<file path="src/rtl/seq_div_16bit_if.sv">
// rtl/seq_div_16bit_if.sv - request/result bundle for the 16-bit signed sequential divider
interface seq_div_16bit_if;
   logic        start;
   logic [15:0] A;
   logic [15:0] B;
   logic [15:0] Quot;
   logic [15:0] Rem;
   logic        busy;
   logic        done;
   logic        Error;

   modport master (
      output start, A, B,
      input  Quot, Rem, busy, done, Error
   );

   modport slave (
      input  start, A, B,
      output Quot, Rem, busy, done, Error
   );
endinterface

</file>
<file path="src/rtl/seq_div_16bit.sv">
// rtl/seq_div_16bit.sv - 16-bit signed restoring divider, one quotient bit per cycle
module seq_div_16bit (
   input  logic            clk,
   input  logic            rst,
   seq_div_16bit_if.slave  bus
);
   localparam logic [1:0] IDLE = 2'd0;
   localparam logic [1:0] CALC = 2'd1;
   localparam logic [1:0] SIGN = 2'd2;
   localparam logic [1:0] DONE = 2'd3;

   logic [1:0]  state;
   logic [3:0]  cnt;
   logic        sign_a;
   logic        sign_b;
   logic [15:0] dvd;
   logic [15:0] part;
   logic [15:0] mag_b;
   logic [15:0] quot;
   logic [15:0] rem;
   logic        err;
   logic        done_r;

   logic [15:0] mag_a_in;
   logic [15:0] mag_b_in;
   logic [16:0] trial;
   logic [15:0] q_neg;
   logic [15:0] r_neg;
   logic        neg_q;

   // dvd starts as |A| and fills with quotient bits as the dividend shifts out
   always_comb begin
      mag_a_in = bus.A[15] ? (~bus.A + 16'd1) : bus.A;
      mag_b_in = bus.B[15] ? (~bus.B + 16'd1) : bus.B;
      trial    = {part, dvd[15]} - {1'b0, mag_b};
      q_neg    = ~dvd + 16'd1;
      r_neg    = ~part + 16'd1;
      neg_q    = sign_a ^ sign_b;
   end

   always_ff @(posedge clk or posedge rst) begin
      if (rst) begin
         state  <= IDLE;
         cnt    <= 4'd0;
         sign_a <= 1'b0;
         sign_b <= 1'b0;
         dvd    <= 16'd0;
         part   <= 16'd0;
         mag_b  <= 16'd0;
         quot   <= 16'd0;
         rem    <= 16'd0;
         err    <= 1'b0;
         done_r <= 1'b0;
      end else begin
         done_r <= 1'b0;
         case (state)
            IDLE: begin
               if (bus.start) begin
                  sign_a <= bus.A[15];
                  sign_b <= bus.B[15];
                  dvd    <= mag_a_in;
                  mag_b  <= mag_b_in;
                  part   <= 16'd0;
                  cnt    <= 4'd0;
                  if (bus.B == 16'd0) begin
                     quot  <= 16'hFFFF;
                     rem   <= bus.A;
                     err   <= 1'b1;
                     state <= DONE;
                  end else begin
                     state <= CALC;
                  end
               end
            end
            CALC: begin
               dvd  <= {dvd[14:0], ~trial[16]};
               part <= trial[16] ? {part[14:0], dvd[15]} : trial[15:0];
               cnt  <= cnt + 4'd1;
               if (cnt == 4'd15)
                  state <= SIGN;
            end
            SIGN: begin
               // a positive 32768 quotient only arises from 8000h / FFFFh
               if (!neg_q && dvd == 16'h8000) begin
                  quot <= 16'h8000;
                  rem  <= 16'd0;
                  err  <= 1'b1;
               end else begin
                  quot <= neg_q  ? q_neg : dvd;
                  rem  <= sign_a ? r_neg : part;
                  err  <= 1'b0;
               end
               state <= DONE;
            end
            default: begin
               done_r <= 1'b1;
               state  <= IDLE;
            end
         endcase
      end
   end

   assign bus.busy  = (state != IDLE);
   assign bus.done  = done_r;
   assign bus.Quot  = quot;
   assign bus.Rem   = rem;
   assign bus.Error = err;
endmodule

</file>
<file path="src/flat_wrapper.sv">
// flat-port wrapper written by rule: the top's interface ports become plain ports
module seq_div_16bit_flat 
  (clk, rst, bus_start, bus_A, bus_B, bus_Quot, bus_Rem, bus_busy, bus_done, bus_Error);
  seq_div_16bit_if bus_i ();
  input  logic clk;
  input  logic rst;
  input wire logic [$bits(bus_i.start)-1:0] bus_start;
  input wire logic [$bits(bus_i.A)-1:0] bus_A;
  input wire logic [$bits(bus_i.B)-1:0] bus_B;
  output wire logic [$bits(bus_i.Quot)-1:0] bus_Quot;
  output wire logic [$bits(bus_i.Rem)-1:0] bus_Rem;
  output wire logic [$bits(bus_i.busy)-1:0] bus_busy;
  output wire logic [$bits(bus_i.done)-1:0] bus_done;
  output wire logic [$bits(bus_i.Error)-1:0] bus_Error;
  assign bus_i.start = bus_start;
  assign bus_i.A = bus_A;
  assign bus_i.B = bus_B;
  assign bus_Quot = bus_i.Quot;
  assign bus_Rem = bus_i.Rem;
  assign bus_busy = bus_i.busy;
  assign bus_done = bus_i.done;
  assign bus_Error = bus_i.Error;
  seq_div_16bit u_core (.clk(clk), .rst(rst), .bus(bus_i));
endmodule
</file>
<file path="config.mk">
export PLATFORM = sky130hd
export DESIGN_NAME = seq_div_16bit_flat
export DESIGN_NICKNAME = d
export VERILOG_FILES = /design/src/rtl/seq_div_16bit_if.sv /design/src/rtl/seq_div_16bit.sv /design/src/flat_wrapper.sv
export SDC_FILE = /design/constraint.sdc
export NUM_CORES = 1
export LEC_CHECK = 0
export ABC_AREA = 1
export CORE_MARGIN = 5
export CORE_UTILIZATION = 58
export CTS_CLUSTER_SIZE = 14
export DETAILED_ROUTE_END_ITERATION = 7
export PLACE_DENSITY_LB_ADDON = 0.05
export SYNTH_ARGS = -nofsm -noshare
export SYNTH_HDL_FRONTEND = slang
export SYNTH_SLANG_ARGS = --single-unit
</file>
<file path="constraint.sdc">
create_clock -name clk -period 3.2 [get_ports clk]
set_input_delay 0.64 -clock clk [delete_from_list [all_inputs] [get_ports clk]]
set_output_delay 0.64 -clock clk [all_outputs]
set_load 0.02 [all_outputs]
</file>
==> key figures <==
Run status
  – Status: finished clean

Global route
  – Initial antenna violation count: 0
  – First-pass GRT wire length: 28.78 mm
  – Vias in the first global route: between 5,000 and 6,000
  – Remaining global-route overflow: 0
  – Total track usage: 0.2484
  – Largest net degree at the start of global routing: 42

Yosys
  – Main synth FF type: dfrtp_1
  – Synth area leaders: dfrtp_1, nand2_1, inv_1
  – Count leader, synth: nand2_1
  – Yosys reg bits: 90
  – Avg Cell Area, Syn: roughly 6.8 sq um
  – Post-synth top area cell: dfrtp_1
  – Yosys warnings: 0
  – Synth cell count leaders: nand2_1, inv_1, nor2_1
  – Synth unique cells: 45
  – Seq/Total Area, Yosys: 0.3359
  – Post-synth EDFFs: 0
  – Post-synthesis cell area: around 0.0067 sq mm
  – FFs w/ async S/R, synth: 1.000
  – Mapped Nets: ~1,000
  – Syn Inst Count: 980
  – Top cell type's share of synthesized area: 0.3359

Clock tree
  – CTS tree: built
  – # hold bufs at CTS: 0
  – # resized after CTS: 0
  – Post-CTS setup buffer count: 0
  – Max Buffers Root-to-Sink: 2
  – Total CTS buffers: 9
  – # H-tree levels: 3
  – Clock latency on the worst-skew pair: roughly 350 ps
  – Root buf cell: clkbuf_16
  – Worst-path clk slew: about 70 ps
  – Clk sinks: 90

Power and ir drop
  – Pwr dens: roughly 1100 mW/mm^2
  – Clock share of power: 0.116
  – Internal power: around 4.2 mW
  – Seq pwr share: 0.240
  – Peak VDD IR: between 800 and 900 uV
  – Pleak: between 3 and 4 nW
  – Net switching power: around 4.5 mW
  – Net Sw Frac: 0.5155
  – Gate power share: 0.644

STA
  – Crit path setup slack, layout: roughly 600 ps
  – Post-layout min period: 2611 ps
  – Fmax: roughly 380 MHz
  – Worst Tran Pin Value: about 650 ps
  – Final Cycle Share: 0.8160
  – RSZ-0062 raised after global routing: no
  – Clk_skew: approximately 9.1 ps
  – Rel. slew slack: 0.5643
  – Setup Viol. Count Final: 0
  – Final Hold Fails: 0
  – Max Slew Vio Count: 0
  – Setup_tns: 0 ps

Placed design
  – Cell Area, Placed: approximately 0.0075 sq mm
  – Routability Congestion: 0.8979
  – Port Buffers: 69
  – Setup WS pre-CTS: ~470 ps
  – DP Wirelength: approximately 13 mm

Setup path
  – Crit-path slowest cell: o21ai_2
  – Critical path data required time: about 3500 ps
  – Worst setup SP type: flip-flop
  – Worst setup startpoint: u_core.state[1]
  – Critical-path cell list: inv_1, ha_1, buf_4, inv_2, o21ai_2, inv_2, a21oi_1, o21ai_0, o21ai_0
  – Buf/Inv on CP: 4
  – Worst flop-to-flop path startpoint: u_core.state[1]
  – Critical Path AT: about 2900 ps
  – Largest delay share family, worst path: buffers and inverters
  – Crit path capture type: flip-flop
  – Worst Path Class, Setup: flip-flop to flip-flop
  – Critical Path Max Stage Delay: approximately 570 ps
  – Worst Path Max Fanout: 37

Drt
  – Vias: ~6,400
  – Number of remaining DRC errors: 0
  – Routed WL per cell: approximately 14 um
  – Drt pass-1 iters: 5
  – Drt first-iter violations: between 500 and 600
  – Vias/cell: between 5 and 6
  – DRT Wirelength: around 17 mm
  – Final ANT Viol Nets: 0

Die
  – Height of the die: about 120 um
  – Top Ports: 70
  – Die ar.: approximately 0.014 sq mm
  – Die width: 117.5 um
  – Starting density of the core: 0.5897
  – Row Count: 39
  – Core area: about 0.011 sq mm

Hold path
  – Hold Crit Class: flip-flop to flip-flop
  – Min-Delay Startpoint: u_core.mag_b[3]

Cells and area
  – Fillers: around 1,100
  – Share of cells above drive strength 1: 0.07354
  – Fin nets: approximately 1,100
  – Layout area overhead: 15.49%
  – # diodes: 0
  – Finished Cell Area: ~0.0077 sq mm

Run
  – Max-Cap Viols: 0
registers in the layout (all words and copies together), names as in the netlist:
| register | count |
|---|---|
| u_core.mag_b | 16 |
| u_core.bus.Error | 1 |
| u_core.bus.Rem | 16 |
| u_core.state | 2 |
| u_core.bus.Quot | 16 |
| u_core.part | 16 |
| u_core.bus.done | 1 |
| u_core.sign_b | 1 |
| u_core.sign_a | 1 |
| u_core.dvd | 16 |
| u_core.cnt | 4 |
power groups by stage:
| stage | logic (mW) | clock network [mW] | registers [mW] |
|---|---|---|---|
| after detailed placement | 5.58 | 0 | 2.11 |
| final | 5.64 | 1.01 | 2.10 |
| after global placement | 5.49 | 0 | 2.10 |
| after global routing | 6.34 | 1.07 | 2.17 |
| after CTS | 5.61 | 1.03 | 2.09 |
| after floorplan | 4.17 | 0 | 2.20 |
cell usage in the layout, fill, tap and decap left out, types with 4 or more instances in the layout:
cell type,n
a21oi_1,61
buf_4,9
clkbuf_16,9
clkdlybuf4s50_1,69
dfrtp_1,90
ha_1,26
inv_1,127
inv_2,9
nand2_1,275
nand2_2,18
nand3_1,91
nand3_2,6
nand3b_1,4
nand4_1,8
nor2_1,96
nor2_2,5
nor3_1,7
o211ai_1,6
o21ai_0,52
o22ai_1,6
o31ai_1,4
xnor2_1,10
xor2_1,27
worst min-delay path, cell delays in order, from the launching register on:
cell     delay, ps
dfrtp_1        340
nand2_1         50
o21ai_0         60
layer usage:
layer | track usage | share of wire
met2 | 0.3628 | 0.43
met5 | 0 | 0
met1 | 0.3864 | 0.50
met4 | 0.06093 | 0.012
met3 | 0.03652 | 0.057
metrics by stage:
step | total power, mW | std cells | hold slack, ps | utilization
floorplan | 6.370 | 980 | 449.1 | -
global route | 9.584 | 1190 | 523.4 | 0.6811
global placement | 7.593 | 1174 | 469.2 | 0.6564
CTS | 8.732 | 1190 | 486.4 | 0.6811
detailed placement | 7.684 | 1174 | 470.1 | 0.6564
finish | 8.751 | 1190 | 485.2 | 0.6811
final timing paths:
path,end,slack (ps),depth (start not counted)
min in group asynchronous,u_core.part[11],640,2
max reg2reg,u_core.dvd[2],590,9
max in group asynchronous,u_core.part[0],1870,3
min,u_core.mag_b[3],490,2
min reg2reg,u_core.mag_b[3],490,2
max,u_core.dvd[2],590,9
cells by family (layout without fill, tap and decap cells):
group / after synthesis / count (layout) / share of synthesized area
and+or+nand+nor: 521 / 521 / 0.3428
buffers and inverters: 165 / 232 / 0.1065
adders and majority gates: 27 / 27 / 0.05150
AOI/OAI and AO/OA: 140 / 140 / 0.1149
xor gates and xnor gates: 37 / 37 / 0.04833
DFF: 90 / 90 / 0.3359
layout make-up:
cell class,instances,area (sq um),area share
multi-input cells,725,3739,0.4828
inverters,137,515.5,0.06657
clock inverters,6,51.30,0.006625
flip-flops and latches,90,2252,0.2908
repair buffers,79,778.2,0.1005
clock buffers,10,229.0,0.02957
well taps,143,178.9,0.02311
Note: power is estimated with default switching activity, not from simulation.
